### config.mk
export PLATFORM = sky130hd
export DESIGN_NAME = uart_rx
export DESIGN_NICKNAME = d
export VERILOG_FILES = /design/src/rtl/uart_pkg.sv /design/src/rtl/uart_baud_tick.sv /design/src/rtl/uart_rx.sv
export SDC_FILE = /design/constraint.sdc
export NUM_CORES = 1
export LEC_CHECK = 0
export CORE_AREA = 4 4 67 69
export DETAILED_ROUTE_END_ITERATION = 10
export DIE_AREA = 0 0 71 73
export PLACE_DENSITY = 0.71
export SETUP_SLACK_MARGIN = 0.05
export SLEW_MARGIN = 10
export SYNTH_ARGS = -nofsm -noshare
export SYNTH_HDL_FRONTEND = slang
export SYNTH_SLANG_ARGS = --single-unit
### constraint.sdc
create_clock -name clk -period 4.94 [get_ports clk]
set_input_delay 0.988 -clock clk [delete_from_list [all_inputs] [get_ports clk]]
set_output_delay 0.988 -clock clk [all_outputs]
set_load 0.01 [all_outputs]
### src/rtl/uart_pkg.sv
// rtl/uart_pkg.sv - shared UART types, constants and baud divider helper
package uart_pkg;

    localparam int DATA_BITS = 8;

    typedef enum logic [2:0] {
        RX_IDLE      = 3'd0,
        RX_START     = 3'd1,
        RX_DATA      = 3'd2,
        RX_STOP      = 3'd3,
        RX_WAIT_HIGH = 3'd4
    } rx_state_t;

    // Clock cycles per oversample tick; integer truncation is intentional.
    function automatic int baud_div(input int clk_freq, input int baud, input int os);
        return clk_freq / (baud * os);
    endfunction

endpackage

### src/rtl/uart_baud_tick.sv
// rtl/uart_baud_tick.sv - free-running prescaler emitting one tick every DIV cycles
module uart_baud_tick #(
    parameter int DIV = 325
) (
    input  logic clk,
    input  logic rst_n,
    input  logic clr,
    output logic tick
);

    localparam int CW = (DIV > 1) ? $clog2(DIV) : 1;

    logic [CW-1:0] r_cnt;
    logic          w_wrap;

    assign w_wrap = (r_cnt == CW'(DIV - 1));
    assign tick   = w_wrap;

    // Clear restarts the phase so the first tick lands DIV cycles after it.
    always_ff @(posedge clk or negedge rst_n) begin
        if (!rst_n) begin
            r_cnt <= '0;
        end else if (clr || w_wrap) begin
            r_cnt <= '0;
        end else begin
            r_cnt <= r_cnt + CW'(1);
        end
    end

endmodule

### src/rtl/uart_rx.sv
// rtl/uart_rx.sv - oversampling 8N1 receiver delivering bytes as FIFO write strobes
module uart_rx
    import uart_pkg::*;
#(
    parameter int CLK_FREQ   = 50_000_000,
    parameter int BAUD       = 9600,
    parameter int OVERSAMPLE = 16
) (
    input  logic       clk,
    input  logic       rst_n,
    input  logic       rxd,
    input  logic       rx_full,
    output logic [7:0] rx_data,
    output logic       rx_valid,
    output logic       frame_err,
    output logic       overrun_err,
    output logic       rx_busy
);

    localparam int DIV = baud_div(CLK_FREQ, BAUD, OVERSAMPLE);
    localparam int TW  = $clog2(OVERSAMPLE);
    localparam int BW  = $clog2(DATA_BITS);

    logic                 r_sync1;
    logic                 r_sync2;
    rx_state_t            r_state;
    rx_state_t            w_state_nxt;
    logic [TW-1:0]        r_tcnt;
    logic [BW-1:0]        r_bidx;
    logic [DATA_BITS-1:0] r_sh;
    logic [7:0]           r_data;
    logic                 r_valid;
    logic                 r_ferr;
    logic                 r_oerr;
    logic                 r_busy;

    logic w_rxd_s;
    logic w_tick;
    logic w_clr;
    logic w_tmid;
    logic w_tlast;
    logic w_blast;
    logic w_sample;
    logic w_stop_dec;

    always_ff @(posedge clk or negedge rst_n) begin
        if (!rst_n) begin
            r_sync1 <= 1'b1;
            r_sync2 <= 1'b1;
        end else begin
            r_sync1 <= rxd;
            r_sync2 <= r_sync1;
        end
    end

    assign w_rxd_s = r_sync2;
    assign w_clr   = (r_state == RX_IDLE) && !w_rxd_s;

    uart_baud_tick #(
        .DIV (DIV)
    ) u_baud_tick (
        .clk   (clk),
        .rst_n (rst_n),
        .clr   (w_clr),
        .tick  (w_tick)
    );

    assign w_tmid     = (r_tcnt == TW'(OVERSAMPLE / 2 - 1));
    assign w_tlast    = (r_tcnt == TW'(OVERSAMPLE - 1));
    assign w_blast    = (r_bidx == BW'(DATA_BITS - 1));
    assign w_sample   = (r_state == RX_DATA) && w_tick && w_tlast;
    assign w_stop_dec = (r_state == RX_STOP) && w_tick && w_tlast;

    always_comb begin
        w_state_nxt = r_state;
        case (r_state)
            RX_IDLE:      if (!w_rxd_s) w_state_nxt = RX_START;
            RX_START:     if (w_tick && w_tmid) w_state_nxt = w_rxd_s ? RX_IDLE : RX_DATA;
            RX_DATA:      if (w_sample && w_blast) w_state_nxt = RX_STOP;
            RX_STOP:      if (w_stop_dec) w_state_nxt = w_rxd_s ? RX_IDLE : RX_WAIT_HIGH;
            RX_WAIT_HIGH: if (w_rxd_s) w_state_nxt = RX_IDLE;
            default:      w_state_nxt = RX_IDLE;
        endcase
    end

    // Busy is registered from the next state so it tracks the FSM exactly.
    always_ff @(posedge clk or negedge rst_n) begin
        if (!rst_n) begin
            r_state <= RX_IDLE;
            r_busy  <= 1'b0;
        end else begin
            r_state <= w_state_nxt;
            r_busy  <= (w_state_nxt != RX_IDLE);
        end
    end

    always_ff @(posedge clk or negedge rst_n) begin
        if (!rst_n) begin
            r_tcnt <= '0;
        end else begin
            case (r_state)
                RX_START: if (w_tick) r_tcnt <= w_tmid ? '0 : r_tcnt + TW'(1);
                RX_DATA,
                RX_STOP:  if (w_tick) r_tcnt <= w_tlast ? '0 : r_tcnt + TW'(1);
                default:  r_tcnt <= '0;
            endcase
        end
    end

    always_ff @(posedge clk or negedge rst_n) begin
        if (!rst_n) begin
            r_bidx <= '0;
            r_sh   <= '0;
        end else begin
            if (r_state == RX_START) begin
                r_bidx <= '0;
            end else if (w_sample && !w_blast) begin
                r_bidx <= r_bidx + BW'(1);
            end
            if (w_sample) begin
                r_sh <= {w_rxd_s, r_sh[DATA_BITS-1:1]};
            end
        end
    end

    // Stop-bit decision: the only cycle in which rx_full is consulted.
    always_ff @(posedge clk or negedge rst_n) begin
        if (!rst_n) begin
            r_data  <= '0;
            r_valid <= 1'b0;
            r_ferr  <= 1'b0;
            r_oerr  <= 1'b0;
        end else begin
            r_valid <= w_stop_dec && w_rxd_s && !rx_full;
            r_oerr  <= w_stop_dec && w_rxd_s && rx_full;
            r_ferr  <= w_stop_dec && !w_rxd_s;
            if (w_stop_dec && w_rxd_s && !rx_full) begin
                r_data <= r_sh;
            end
        end
    end

    assign rx_data     = r_data;
    assign rx_valid    = r_valid;
    assign frame_err   = r_ferr;
    assign overrun_err = r_oerr;
    assign rx_busy     = r_busy;

endmodule

==> metrics <==
status=completed; fillers=between 300 and 400; Core Footprint=3914 um^2; I/O Buffers=15; top cell type's share of synthesized area=0.5217; cts hold-fix bufs=0; Via density=5.430; Max-Cap Viols=0; #FFs+latches synth=41; CTS Buf Count=5; die width=71 um; Max Used Layer=met4; Main synth FF type=dfrtp_1; n_diodes=0; IO Count=16; Overflow after GRT=0; Die H=73 um; DRC=0; slew margin rel.=0.4199; cts repair resizes=0; router iterations before antenna repair=5; share of synthesized registers carrying an async set or reset=1.000; Crit Reg-Reg Endpoint=r_sh[7]; Mapped Area=1871 um^2; Synth Net Count=roughly 160; DPL Wire Length=around 2300 um; Hold Startpoint=r_sync1; EDFF count, synth=0; total negative slack=0 ns; CTS H-tree depth=2; Ys Warns=0; slowest cell delay on critical path=0.55 ns; Iter 0 DRT Violations=48; CTS Root Cell=clkbuf_8; WS Path Type=reg2out; fmax=459.7 MHz; post-CTS setup buffers=0; Initial Util=0.4779; routed via count=1,200; Lkg Pwr=1.084 nW; CTS max path bufs=2; Avg Cell Area, Syn=approximately 12 um^2; Seq/Total Area, Yosys=0.5498; fin crit period=2.175 ns; met3 WL post-DR=123 um; final wirelength=3233 um; Data required, critical path=3.95 ns; total global routing track utilization=0.1480; Hold/Removal Path Class=reg2reg; fin crit share=0.4404; most frequent cell after synthesis=dfrtp_1; DIE AREA=slightly above 5000 um^2; crit-path cells=clkdlybuf4s50_1; Critical R2R Launch=u_baud_tick.r_cnt[7]; Synth area leader=dfrtp_1; Hold EP=r_sync2; initial antenna violation count=0; # setup viols final=0; final count of pins violating max slew=0; wire length per cell=14.63 um; Final Hold Viols=0; CP Max Fanout=2; Worst setup SP type=flip-flop; clk slew on worst S/H paths=roughly 0.07 ns; Routed met2 length=1560 um; gp weighted congestion=0.8081; RSZ-0062 raised after global routing=no; Worst Path Buf+Inv=1; CTS tree=yes; remaining antenna violation count after routing=0; largest net degree at the start of global routing=42; skew final=0.01037 ns; pwr/cell area=278.4 nW/um^2; Worst Max-Slew Pin Slew=around 0.87 ns; ranking of synthesized cells by area=dfrtp_1 (52%), mux2_2 (9.6%), ha_1 (3.3%); Reg2Reg Depth=3; FP Rows=23; Max VDD drop=0.2174 mV; critical path's top delay family=buffers and inverters; Slowest-stage cell, CP=clkdlybuf4s50_1; CTS sink count=41; Post-Syn Instances=around 150; first-pass GRT wire length=a little under 6000 um; Netlist cell types=39; DRT met1 WL=1516 um; dpl cells=213; final net count=179; CP arrival=1.19 ns; synthesis-to-finish area growth=16.25%; vias in the first global route=1,283; hold path depth=0; crit end category=output pin; most frequent cells after synthesis=dfrtp_1 (39), mux2_2 (16), nor2_1 (12), nand2_1 (9); R2R Setup Slk=2.80 ns; worst skew pair latency=0.29 ns; share of layout cells above drive strength 1=0.1930; Finished Layout Cells=221
metal layers:
layer / vias up / global-route usage
li1: 583 / -
met1: 592 / 0.1808
met2: 20 / 0.2503
met3: 5 / 0.04959
met4: 0 / 0.04384
met5: - / 0
sequential cells by signal (all words and copies together) (netlist names):
register           cells
u_baud_tick.r_cnt      9
r_sh                   8
rx_data                8
r_tcnt                 4
r_bidx                 3
r_state                3
frame_err              1
overrun_err            1
r_sync1                1
r_sync2                1
rx_busy                1
rx_valid               1
logic make-up (layout without fill, tap and decap cells):
group	after synthesis	in the layout	share of synthesized area
compound gates	16	16	0.06154
xor+xnor	9	9	0.04214
fa+ha+maj	5	5	0.03344
buf+inv	11	30	0.02207
flops	41	41	0.5498
mux	18	18	0.1070
simple gates	52	52	0.1839
worst max path at each step:
stage / cells past startpoint / to / from
final: 1 / rx_data[1] / rx_data[1]
after global routing: 6 / rx_data[1] / u_baud_tick.r_cnt[1]
after CTS: 1 / rx_data[1] / rx_data[1]
after detailed placement: 3 / rx_data[1] / rx_full
after global placement: 3 / rx_data[6] / rx_full
after floorplan: 3 / r_sh[0] / u_baud_tick.r_cnt[7]
through the flow:
step	area (um^2)	power, mW	hold WS [ns]	setup WS (ns)	utilization
after global routing	2175	0.6319	0.3655	2.671	0.5556
after global placement	2067	0.3535	0.3491	2.821	0.5281
final	2175	0.6053	0.3629	2.765	0.5556
after CTS	2175	0.6121	0.3623	2.735	0.5556
after detailed placement	2067	0.3539	0.3519	2.780	0.5281
after floorplan	1871	0.3451	0.3452	2.966	-
cell type report:
cell class | count | area [um^2] | share of cell area
sequential | 41 | 1028 | 0.4730
multi-input combinational | 100 | 800.8 | 0.3682
timing repair buffer | 16 | 152.6 | 0.07020
clock inverter | 2 | 35.03 | 0.01611
clock buffer | 6 | 72.57 | 0.03337
tap | 50 | 62.56 | 0.02877
inverter | 6 | 22.52 | 0.01036
layout by cell type (no fill, tap or decap), types with 3 or more instances in the layout:
| master | Yosys | routed |
|---|---|---|
| dfrtp_1 | 39 | 39 |
| mux2_2 | 16 | 16 |
| clkdlybuf4s50_1 | 0 | 14 |
| nor2_1 | 12 | 12 |
| nand2_1 | 9 | 9 |
| inv_1 | 6 | 6 |
| nand3_1 | 6 | 6 |
| a21oi_1 | 6 | 6 |
| xor2_1 | 5 | 5 |
| ha_1 | 5 | 5 |
| clkbuf_8 | 0 | 5 |
| xnor2_1 | 4 | 4 |
| nor2b_1 | 3 | 3 |
where the power goes:
part | internal, mW | switching, mW
clock network | 0.150 | 0.109
logic | 0.00209 | 0.00637
registers | 0.337 | 0.00139
Power figures use the tool's default switching activity.
